`src/rtl/div_pkg.sv`:
```
// Shared types and constants for the divider result stage.
package div_pkg;

  localparam int DIV_WIDTH = 8;

  // Quotient reported for a divide-by-zero; sliced down to WIDTH by users.
  localparam logic [63:0] DIV_ERR_QUOT = '1;

  typedef enum logic [2:0] {
    S_IDLE  = 3'd0,
    S_CORR  = 3'd1,
    S_SIGN  = 3'd2,
    S_VALID = 3'd3,
    S_CLEAR = 3'd4
  } result_state_t;

endpackage

```
`src/rtl/div_negate.sv`:
```
// Conditional two's-complement negate, wrapping modulo 2^WIDTH.
module div_negate #(
  parameter int WIDTH = 8
) (
  input  logic [WIDTH-1:0] in,
  input  logic             neg,
  output logic [WIDTH-1:0] out
);

  assign out = neg ? (~in + WIDTH'(1)) : in;

endmodule

```
`src/rtl/div_result_stage.sv`:
```
// Divider output stage: captures raw core results, applies remainder
// correction and sign fix-up, hands the result off, then clears the core.
//
// state   | meaning
// S_IDLE  | waiting for core_done, captures raw results
// S_CORR  | non-restoring correction (q-1, r+d) when flagged
// S_SIGN  | sign fix-up or error substitution into output regs
// S_VALID | result presented, waiting for out_ready
// S_CLEAR | one-cycle clear pulse back to the core
module div_result_stage
  import div_pkg::*;
#(
  parameter int WIDTH = DIV_WIDTH
) (
  input  logic             clk,
  input  logic             reset,
  input  logic             core_done,
  input  logic             core_correct_en,
  input  logic             core_err,
  input  logic             q_neg,
  input  logic             r_neg,
  input  logic [WIDTH-1:0] q_raw,
  input  logic [WIDTH-1:0] r_raw,
  input  logic [WIDTH-1:0] d_mag,
  input  logic             out_ready,
  output logic             out_valid,
  output logic [WIDTH-1:0] quotient,
  output logic [WIDTH-1:0] remainder,
  output logic             div_by_zero,
  output logic             core_clear,
  output logic             busy
);

  result_state_t    r_state;
  result_state_t    w_next_state;

  logic [WIDTH-1:0] r_q;
  logic [WIDTH-1:0] r_r;
  logic [WIDTH-1:0] r_d;
  logic             r_corr;
  logic             r_err;
  logic             r_qneg;
  logic             r_rneg;

  logic [WIDTH-1:0] r_quot;
  logic [WIDTH-1:0] r_rem;
  logic             r_dbz;

  logic [WIDTH-1:0] w_q_signed;
  logic [WIDTH-1:0] w_r_signed;

  div_negate #(.WIDTH(WIDTH)) u_neg_q (
    .in  (r_q),
    .neg (r_qneg),
    .out (w_q_signed)
  );

  div_negate #(.WIDTH(WIDTH)) u_neg_r (
    .in  (r_r),
    .neg (r_rneg),
    .out (w_r_signed)
  );

  always_comb begin
    w_next_state = r_state;
    case (r_state)
      S_IDLE:  if (core_done) w_next_state = S_CORR;
      S_CORR:  w_next_state = S_SIGN;
      S_SIGN:  w_next_state = S_VALID;
      S_VALID: if (out_ready) w_next_state = S_CLEAR;
      S_CLEAR: w_next_state = S_IDLE;
      default: w_next_state = S_IDLE;
    endcase
  end

  always_ff @(posedge clk or posedge reset) begin
    if (reset) begin
      r_state <= S_IDLE;
    end else begin
      r_state <= w_next_state;
    end
  end

  always_ff @(posedge clk or posedge reset) begin
    if (reset) begin
      r_q    <= '0;
      r_r    <= '0;
      r_d    <= '0;
      r_corr <= 1'b0;
      r_err  <= 1'b0;
      r_qneg <= 1'b0;
      r_rneg <= 1'b0;
      r_quot <= '0;
      r_rem  <= '0;
      r_dbz  <= 1'b0;
    end else begin
      case (r_state)
        S_IDLE: begin
          if (core_done) begin
            r_q    <= q_raw;
            r_r    <= r_raw;
            r_d    <= d_mag;
            r_corr <= core_correct_en;
            r_err  <= core_err;
            r_qneg <= q_neg;
            r_rneg <= r_neg;
          end
        end
        S_CORR: begin
          if (r_corr && !r_err) begin
            r_q <= r_q - WIDTH'(1);
            r_r <= r_r + r_d;
          end
        end
        S_SIGN: begin
          // Error results skip both correction and negation.
          if (r_err) begin
            r_quot <= DIV_ERR_QUOT[WIDTH-1:0];
            r_rem  <= r_r;
            r_dbz  <= 1'b1;
          end else begin
            r_quot <= w_q_signed;
            r_rem  <= w_r_signed;
            r_dbz  <= 1'b0;
          end
        end
        default: ;
      endcase
    end
  end

  assign out_valid   = (r_state == S_VALID);
  assign core_clear  = (r_state == S_CLEAR);
  assign busy        = (r_state != S_IDLE);
  assign quotient    = r_quot;
  assign remainder   = r_rem;
  assign div_by_zero = r_dbz;

endmodule

```
`config.mk`:
```
export PLATFORM = sky130hd
export DESIGN_NAME = div_result_stage
export DESIGN_NICKNAME = d
export VERILOG_FILES = /design/src/rtl/div_pkg.sv /design/src/rtl/div_negate.sv /design/src/rtl/div_result_stage.sv
export SDC_FILE = /design/constraint.sdc
export NUM_CORES = 1
export LEC_CHECK = 0
export BUFFER_PORTS_ARGS = -buffer_cell sky130_fd_sc_hd__buf_2
export CORE_AREA = 2 2 76 78
export CTS_CLUSTER_SIZE = 12
export DETAILED_ROUTE_END_ITERATION = 16
export DIE_AREA = 0 0 78 80
export GPL_ROUTABILITY_DRIVEN = 1
export PLACE_DENSITY = 0.81
export SYNTH_ARGS = -nofsm -noshare
export SYNTH_HDL_FRONTEND = slang
export SYNTH_SLANG_ARGS = --single-unit
```
`constraint.sdc`:
```
create_clock -name clk -period 1.75 [get_ports clk]
set_input_delay 0.35 -clock clk [delete_from_list [all_inputs] [get_ports clk]]
set_output_delay 0.35 -clock clk [all_outputs]
set_load 0.02 [all_outputs]
```
==> impl_metrics.env, run 1 <==
export IMPL_initial_core_util_pct=47.94
export IMPL_synth_edf_count=0
export IMPL_via_count=2324
export IMPL_die_w_um=78
export IMPL_antenna_cells=0
export IMPL_final_cell_count_no_fill=435
export IMPL_multiInputGateArea_um2=1395
export IMPL_syn_nets=317
export IMPL_setup_ws_ns=-0.07280
export IMPL_synthArstFlopShare_pct=100.0
export IMPL_p_int_w=0.004160
export IMPL_path_delay_family="compound AO/OA/AOI/OAI gates"
export IMPL_drc=0
export IMPL_io_buffers=51
export IMPL_worstMarginPinSlew_ns=0.3400
export IMPL_critPathMaxFanout=4
export IMPL_path_clk_slew_ns=0.09
export IMPL_netlist_cell_type_count=39
export IMPL_netlist_area_um2=2591
export IMPL_antenna_found_initial=0
export IMPL_slew_viol_final=0
export IMPL_pwr_share_clk_pct=11.4
export IMPL_fin_util_pct=63.54
export IMPL_cts_root_buf="clkbuf_8"
export IMPL_dp_hpwl_um=4569
export IMPL_post_route_period_util_pct=104.2
export IMPL_finClkSkew_ns=0.006301
export IMPL_track_usage_pct=21.18
export IMPL_yosys_warnings=0
export IMPL_drive_above_1_share_pct=38.57
export IMPL_post_drt_wl_per_cell_um=14.73
export IMPL_synth_cells=275
export IMPL_grt_pass1_wl_um=10380
export IMPL_drtIter0Drc=83
export IMPL_crit_arrival_ns=2.05
export IMPL_numCtsBuffers=5
export IMPL_cp_cell_sequence="ha_4, and2_1, a311o_1, nand2_1, xnor2_2, a31oi_1, a2bb2oi_1"
export IMPL_hold_path_class="input pin to async pin"
export IMPL_fin_nets=404
export IMPL_clock_latency_ns=0.30
export IMPL_cts_tree="yes"
export IMPL_seqCellArea_um2=1201
export IMPL_vdd_ir_drop_max_v=0.001127
export IMPL_die_height_um=80
export IMPL_leakage_nw=1.553
export IMPL_via_per_inst=5.343
export IMPL_comb_power_share_pct=59.9
export IMPL_holdBufCountCts=0
export IMPL_max_cap_violations=0
export IMPL_cp_required_ns=1.98
export IMPL_slowest_stage="dfrtp_1"
export IMPL_grt_max_degree=49
export IMPL_cts_htree_levels=2
export IMPL_cts_sinks=48
export IMPL_gr_total_overflow=0
export IMPL_max_slew_margin_pct=77.33
export IMPL_yosys_top_cells_area="dfrtp_1, a21oi_1, mux2_2"
export IMPL_reg2reg_setup_slack_ns=-0.07
export IMPL_io_pins=52
export IMPL_ys_seq_elements=48
export IMPL_crit_type="flop to flop"
export IMPL_synth_area_leader_cell="dfrtp_1"
export IMPL_synth_top_area_share_pct=46.35
export IMPL_power_switching_w=0.003098
export IMPL_cp_num_buf_inv=0
export IMPL_area_growth_pct=32.54
export IMPL_rsz0062_at_grt="yes"
export IMPL_final_fill_count=441
export IMPL_slowest_delay_ns=0.43
export IMPL_end_kind="flop"
export IMPL_drt_wl_total_um=6407
export IMPL_yosys_most_used_dff="dfrtp_1"
export IMPL_fmax_mhz=548.6
export IMPL_min_period_ns=1.823
export IMPL_drt_pass1_iter_count=4
export IMPL_run_status="finished with violations"
export IMPL_setup_violations=5
export IMPL_avgSynthCellArea_um2=9.423
export IMPL_die_area_um2=6240
export IMPL_switching_share_pct=42.68
export IMPL_core_um2=5405
export IMPL_grt_pass1_vias=2149
export IMPL_pwr_density_cell_nw_per_um2=2113
export IMPL_hold_viol=0
export IMPL_violations="negative setup slack"
export IMPL_ys_seq_area_share_pct=46.35
export IMPL_startpoint_type="flop"
export IMPL_clockBufferDepth=2
export IMPL_power_frac_seq_pct=28.7
export IMPL_core_rowCount=27
export IMPL_place_inst=421
export IMPL_drtAntennaViolNets=0
export IMPL_globalplace_congestion=0.8313
==> worst register-to-register path, stage by stage, from the launching register on <==
cell       delay, ns
dfrtp_1         0.43
ha_4            0.27
and2_1          0.18
a311o_1         0.32
nand2_1         0.11
xnor2_2         0.08
a31oi_1         0.19
a2bb2oi_1       0.17
==> path summary, 6_finish.rpt <==
check / start / end / cells past startpoint
max in group asynchronous: reset / r_r[4] / 3
setup / recovery: r_r[6] / r_r[7] / 7
hold / removal: reset / quotient[3] / 3
setup reg to reg: r_r[6] / r_r[7] / 7
min in group clk: core_err / r_err / 3
hold reg to reg: div_by_zero / div_by_zero / 1
==> cells in the final DEF, fill, tap and decap left out, types with 11 or more instances in the layout <==
master / n
a31oi_1: 11
nor2_1: 32
dfrtp_1: 48
a21oi_1: 25
buf_2: 51
buf_4: 40
mux2_2: 12
nand2_1: 25
==> power by group through the flow <==
stage | clock network, W | registers (W) | logic (W)
3_3_place_gp | 0 | 0.00204 | 0.00380
5_1_grt | 0.000886 | 0.00214 | 0.00478
4_1_cts | 0.000842 | 0.00206 | 0.00407
3_5_place_dp | 0 | 0.00208 | 0.00391
2_1_floorplan | 0 | 0.00221 | 0.00246
6_report | 0.000828 | 0.00208 | 0.00435
==> state kept, by name, summed over array words and instances (netlist names) <==
signal / count
r_state: 3
r_qneg: 1
r_corr: 1
quotient: 8
div_by_zero: 1
r_d: 8
r_r: 8
r_q: 8
r_rneg: 1
remainder: 8
r_err: 1
==> routing by layer <==
metal	track usage, %	up-vias	share of wire, %
met5	0	-	0
li1	-	1138	-
met3	2.602	9	4.6
met4	6.316	0	1.5
met1	29.38	1114	45
met2	34.91	63	49
==> final cells by class <==
type,count,area share [%]
clock buffers,5,2.004
clock inverters,3,1.348
inverters,10,1.093
multi-input cells,204,40.62
flip-flops and latches,48,34.97
well taps,72,2.623
repair buffers,93,17.34
==> cells by family after synthesis <==
kind of cell / Yosys count / synth area share, %
and+or+nand+nor: 92 / 17.05
AOI/OAI and AO/OA: 71 / 15.98
DFF: 48 / 46.35
buffers and inverters: 23 / 3.428
xor gates and xnor gates: 16 / 5.698
muxes: 15 / 6.374
adders and majority gates: 10 / 5.118
==> Yosys cell counts (all sizes together), types with 8 or more instances <==
cell type	number
nor2	34
ha	9
clkbuf	11
mux2	12
o21ai	14
a21oi	27
xor2	8
inv	10
nand2	26
xnor2	8
a31oi	11
dfrtp	48
==> repair_timing <==
item / in CTS / in global routing
endpoints found under the setup margin: 7 / 11
pin swaps: 3 / 5
gates resized for setup: 10 / 12
buffers inserted: 3 / 3
==> per-stage QoR <==
stage / TNS [ns] / power, W / hold WS (ns) / area (um2) / setup slack, ns
2_1_floorplan: -0.06848 / 0.004667 / 0.4545 / 2629 / -0.04128
3_3_place_gp: -0.003832 / 0.005843 / 0.4105 / 3221 / -0.003832
3_5_place_dp: -0.1129 / 0.005991 / 0.4101 / 3221 / -0.05085
4_1_cts: -0.08260 / 0.006966 / 0.07821 / 3371 / -0.04624
5_1_grt: -0.6496 / 0.007808 / 0.08907 / 3435 / -0.1420
6_report: -0.1412 / 0.007258 / 0.06490 / 3435 / -0.07280
Note: power is estimated with default switching activity, not from simulation.
==> inputs of run 2 (changes only) <==
- ABC_AREA: default -> 1
- PLACE_DENSITY: 0.81 -> 0.84
- clock period: 1.75 -> 2.05 ns (I/O delays scaled with it)
==> run 2 against run 1 <==
The run now ends clean. Largest cell class unchanged. First-iteration DRC count is 48% higher. Hold slack got worse by 0.013 ns. Die area did not move. Synthesized cell count rose by 31%. Highest routed layer unchanged. Count of clock-buffer cells in the layout grew 2. Synthesized area is 11% higher. Critical endpoint is now out_valid. Register-to-register slack improved by 0.32 ns. Sequential power is 13% lower. Combinational power decreased by 19%.
==> impl_metrics.env, run 2 <==
export IMPL_setup_ws_ns=0.2449
export IMPL_core_um2=5405
export IMPL_power_w=0.005951
export IMPL_grt_pass1_vias=2411
export IMPL_pwr_density_cell_nw_per_um2=1832
export IMPL_cp_required_ns=1.64
export IMPL_fin_area_um2=3248
export IMPL_netlist_cell_type_count=35
export IMPL_ys_seq_area_share_pct=41.78
export IMPL_antenna_found_initial=0
export IMPL_run_status="completed"
export IMPL_die_height_um=80
export IMPL_leakage_nw=1.675
export IMPL_avgSynthCellArea_um2=8.009
export IMPL_preCtsSetupSlack_ns=0.2525
export IMPL_clock_latency_ns=0.31
export IMPL_slew_viol_final=0
export IMPL_min_period_ns=1.805
export IMPL_startpoint_type="flop"
export IMPL_fmax_mhz=554.0
export IMPL_power_frac_seq_pct=30.3
export IMPL_drtAntennaViolNets=0
export IMPL_comb_power_share_pct=59.3
export IMPL_ys_seq_elements=48
export IMPL_die_w_um=78
export IMPL_cts_resized=0
export IMPL_synth_common_cells="nand2_1, dfrtp_1, nor2_1"
export IMPL_mostFrequentLayoutCells="nand2_1, buf_2, dfrtp_1"
export IMPL_hold_viol=0
export IMPL_post_route_period_util_pct=88.05
export IMPL_synth_top_area_share_pct=41.78
export IMPL_netlist_area_um2=2875
export IMPL_drc=0
export IMPL_cts_root_buf="clkbuf_8"
export IMPL_initial_core_util_pct=53.19
export IMPL_via_per_inst=5.168
export IMPL_multiInputGateArea_um2=1419
export IMPL_p_int_w=0.002959
export IMPL_via_count=2491
export IMPL_end_kind="output port"
export IMPL_worstMarginPinSlew_ns=0.4497
export IMPL_core_rowCount=27
export IMPL_globalplace_congestion=0.9195
export IMPL_antenna_cells=0
export IMPL_holdBufCountCts=0
export IMPL_vdd_ir_drop_max_v=0.0006695
export IMPL_area_growth_pct=12.97
export IMPL_grt_pass1_wl_um=11280
export IMPL_clockBufferDepth=2
export IMPL_fin_nets=452
export IMPL_yosys_top_cells_area="dfrtp_1, nand2_1, nor2_1"
export IMPL_io_pins=52
export IMPL_gr_total_overflow=0
export IMPL_pwr_share_clk_pct=10.3
export IMPL_max_cap_violations=0
export IMPL_synth_area_leader_cell="dfrtp_1"
export IMPL_crit_type="flop to output port"
export IMPL_max_slew_margin_pct=70.02
export IMPL_cts_tree="yes"
export IMPL_final_fill_count=501
export IMPL_rsz0062_at_grt="no"
export IMPL_grt_max_degree=18
export IMPL_drt_wl_total_um=6746
export IMPL_yosys_warnings=0
export IMPL_drt_pass1_iter_count=4
export IMPL_finClkSkew_ns=0.006076
export IMPL_die_area_um2=6240
export IMPL_post_drt_wl_per_cell_um=14.00
export IMPL_place_area_um2=3152
export IMPL_whs_ns=0.05185
export IMPL_switching_share_pct=50.27
export IMPL_drive_above_1_share_pct=25.85
export IMPL_synthArstFlopShare_pct=100.0
export IMPL_setup_violations=0
export IMPL_power_switching_w=0.002991
export IMPL_critPathMaxFanout=10
export IMPL_cts_sinks=48
export IMPL_final_setup_tns_ns=0
export IMPL_synth_cells=359
export IMPL_drtIter0Drc=123
export IMPL_synth_edf_count=0
export IMPL_hold_path_class="input pin to async pin"
export IMPL_crit_arrival_ns=1.40
export IMPL_dp_hpwl_um=5066
export IMPL_syn_nets=401
export IMPL_track_usage_pct=23.29
export IMPL_numCtsBuffers=5
export IMPL_yosys_most_used_dff="dfrtp_1"
export IMPL_io_buffers=51
export IMPL_final_common_cell="nand2_1"
export IMPL_seqCellArea_um2=1201
export IMPL_cts_htree_levels=2
export IMPL_path_clk_slew_ns=0.09
export IMPL_synth_most_common_cell="nand2_1"
export IMPL_post_cts_repair_setup_buffers=0
-- run 2: cells by family after synthesis --
| kind of cell | Yosys count | share of synthesized area, % |
|---|---|---|
| and+or+nand+nor | 185 | 29.46 |
| adders and majority gates | 10 | 4.613 |
| AOI/OAI and AO/OA | 49 | 10.40 |
| buffers and inverters | 53 | 8.877 |
| DFF | 48 | 41.78 |
| xor gates and xnor gates | 7 | 2.132 |
| muxes | 7 | 2.742 |
-- run 2: final timing paths --
check / from / endpoint / slack [ns] / cells past startpoint
worst min-delay path: reset / remainder[5] / 0.05 / 2
worst max-delay path: r_state[0] / out_valid / 0.24 / 3
min in group clk: d_mag[6] / r_d[6] / 0.33 / 2
max in group asynchronous: reset / r_r[0] / 1.44 / 3
worst min register to register: remainder[6] / remainder[6] / 0.48 / 2
worst max register to register: r_state[0] / quotient[7] / 0.24 / 8
-- run 2: final cells by class --
cell class | instances | share of cell area, %
Multi-Input combinational cell | 258 | 43.68
Sequential cell | 48 | 36.98
Clock buffer | 7 | 2.966
Inverter | 44 | 5.277
Tap cell | 72 | 2.773
Timing Repair Buffer | 53 | 8.320
-- run 2: critical path, cell delays in order, from the launching register on --
cell     delay [ns]
dfrtp_1        0.63
nand2_4        0.10
nor2_1         0.16
buf_2          0.19
-- run 2: power groups by stage --
| stage | logic [W] | registers, W | clock network [W] |
|---|---|---|---|
| 2_1_floorplan | 0.00275 | 0.00185 | 0 |
| 3_3_place_gp | 0.00330 | 0.00179 | 0 |
| 3_5_place_dp | 0.00346 | 0.00182 | 0 |
| 4_1_cts | 0.00350 | 0.00180 | 0.000623 |
| 5_1_grt | 0.00394 | 0.00188 | 0.000655 |
| 6_report | 0.00353 | 0.00181 | 0.000614 |
-- run 2: per-layer routing --
metal / GRT usage, % / share of wire, % / vias to the layer above
met5: 0 / 0 / -
met4: 7.368 / 1.6 / 0
met3: 4.299 / 6.0 / 11
met2: 39.74 / 48 / 94
met1: 30.08 / 45 / 1147
li1: - / - / 1239
-- run 2: per-stage QoR --
| step | utilization, % | cells |
|---|---|---|
| after global placement | 58.31 | 475 |
| after detailed placement | 58.31 | 475 |
| after CTS | 60.09 | 482 |
| after global routing | 60.09 | 482 |
| after floorplan | - | 359 |
| final | 60.09 | 482 |
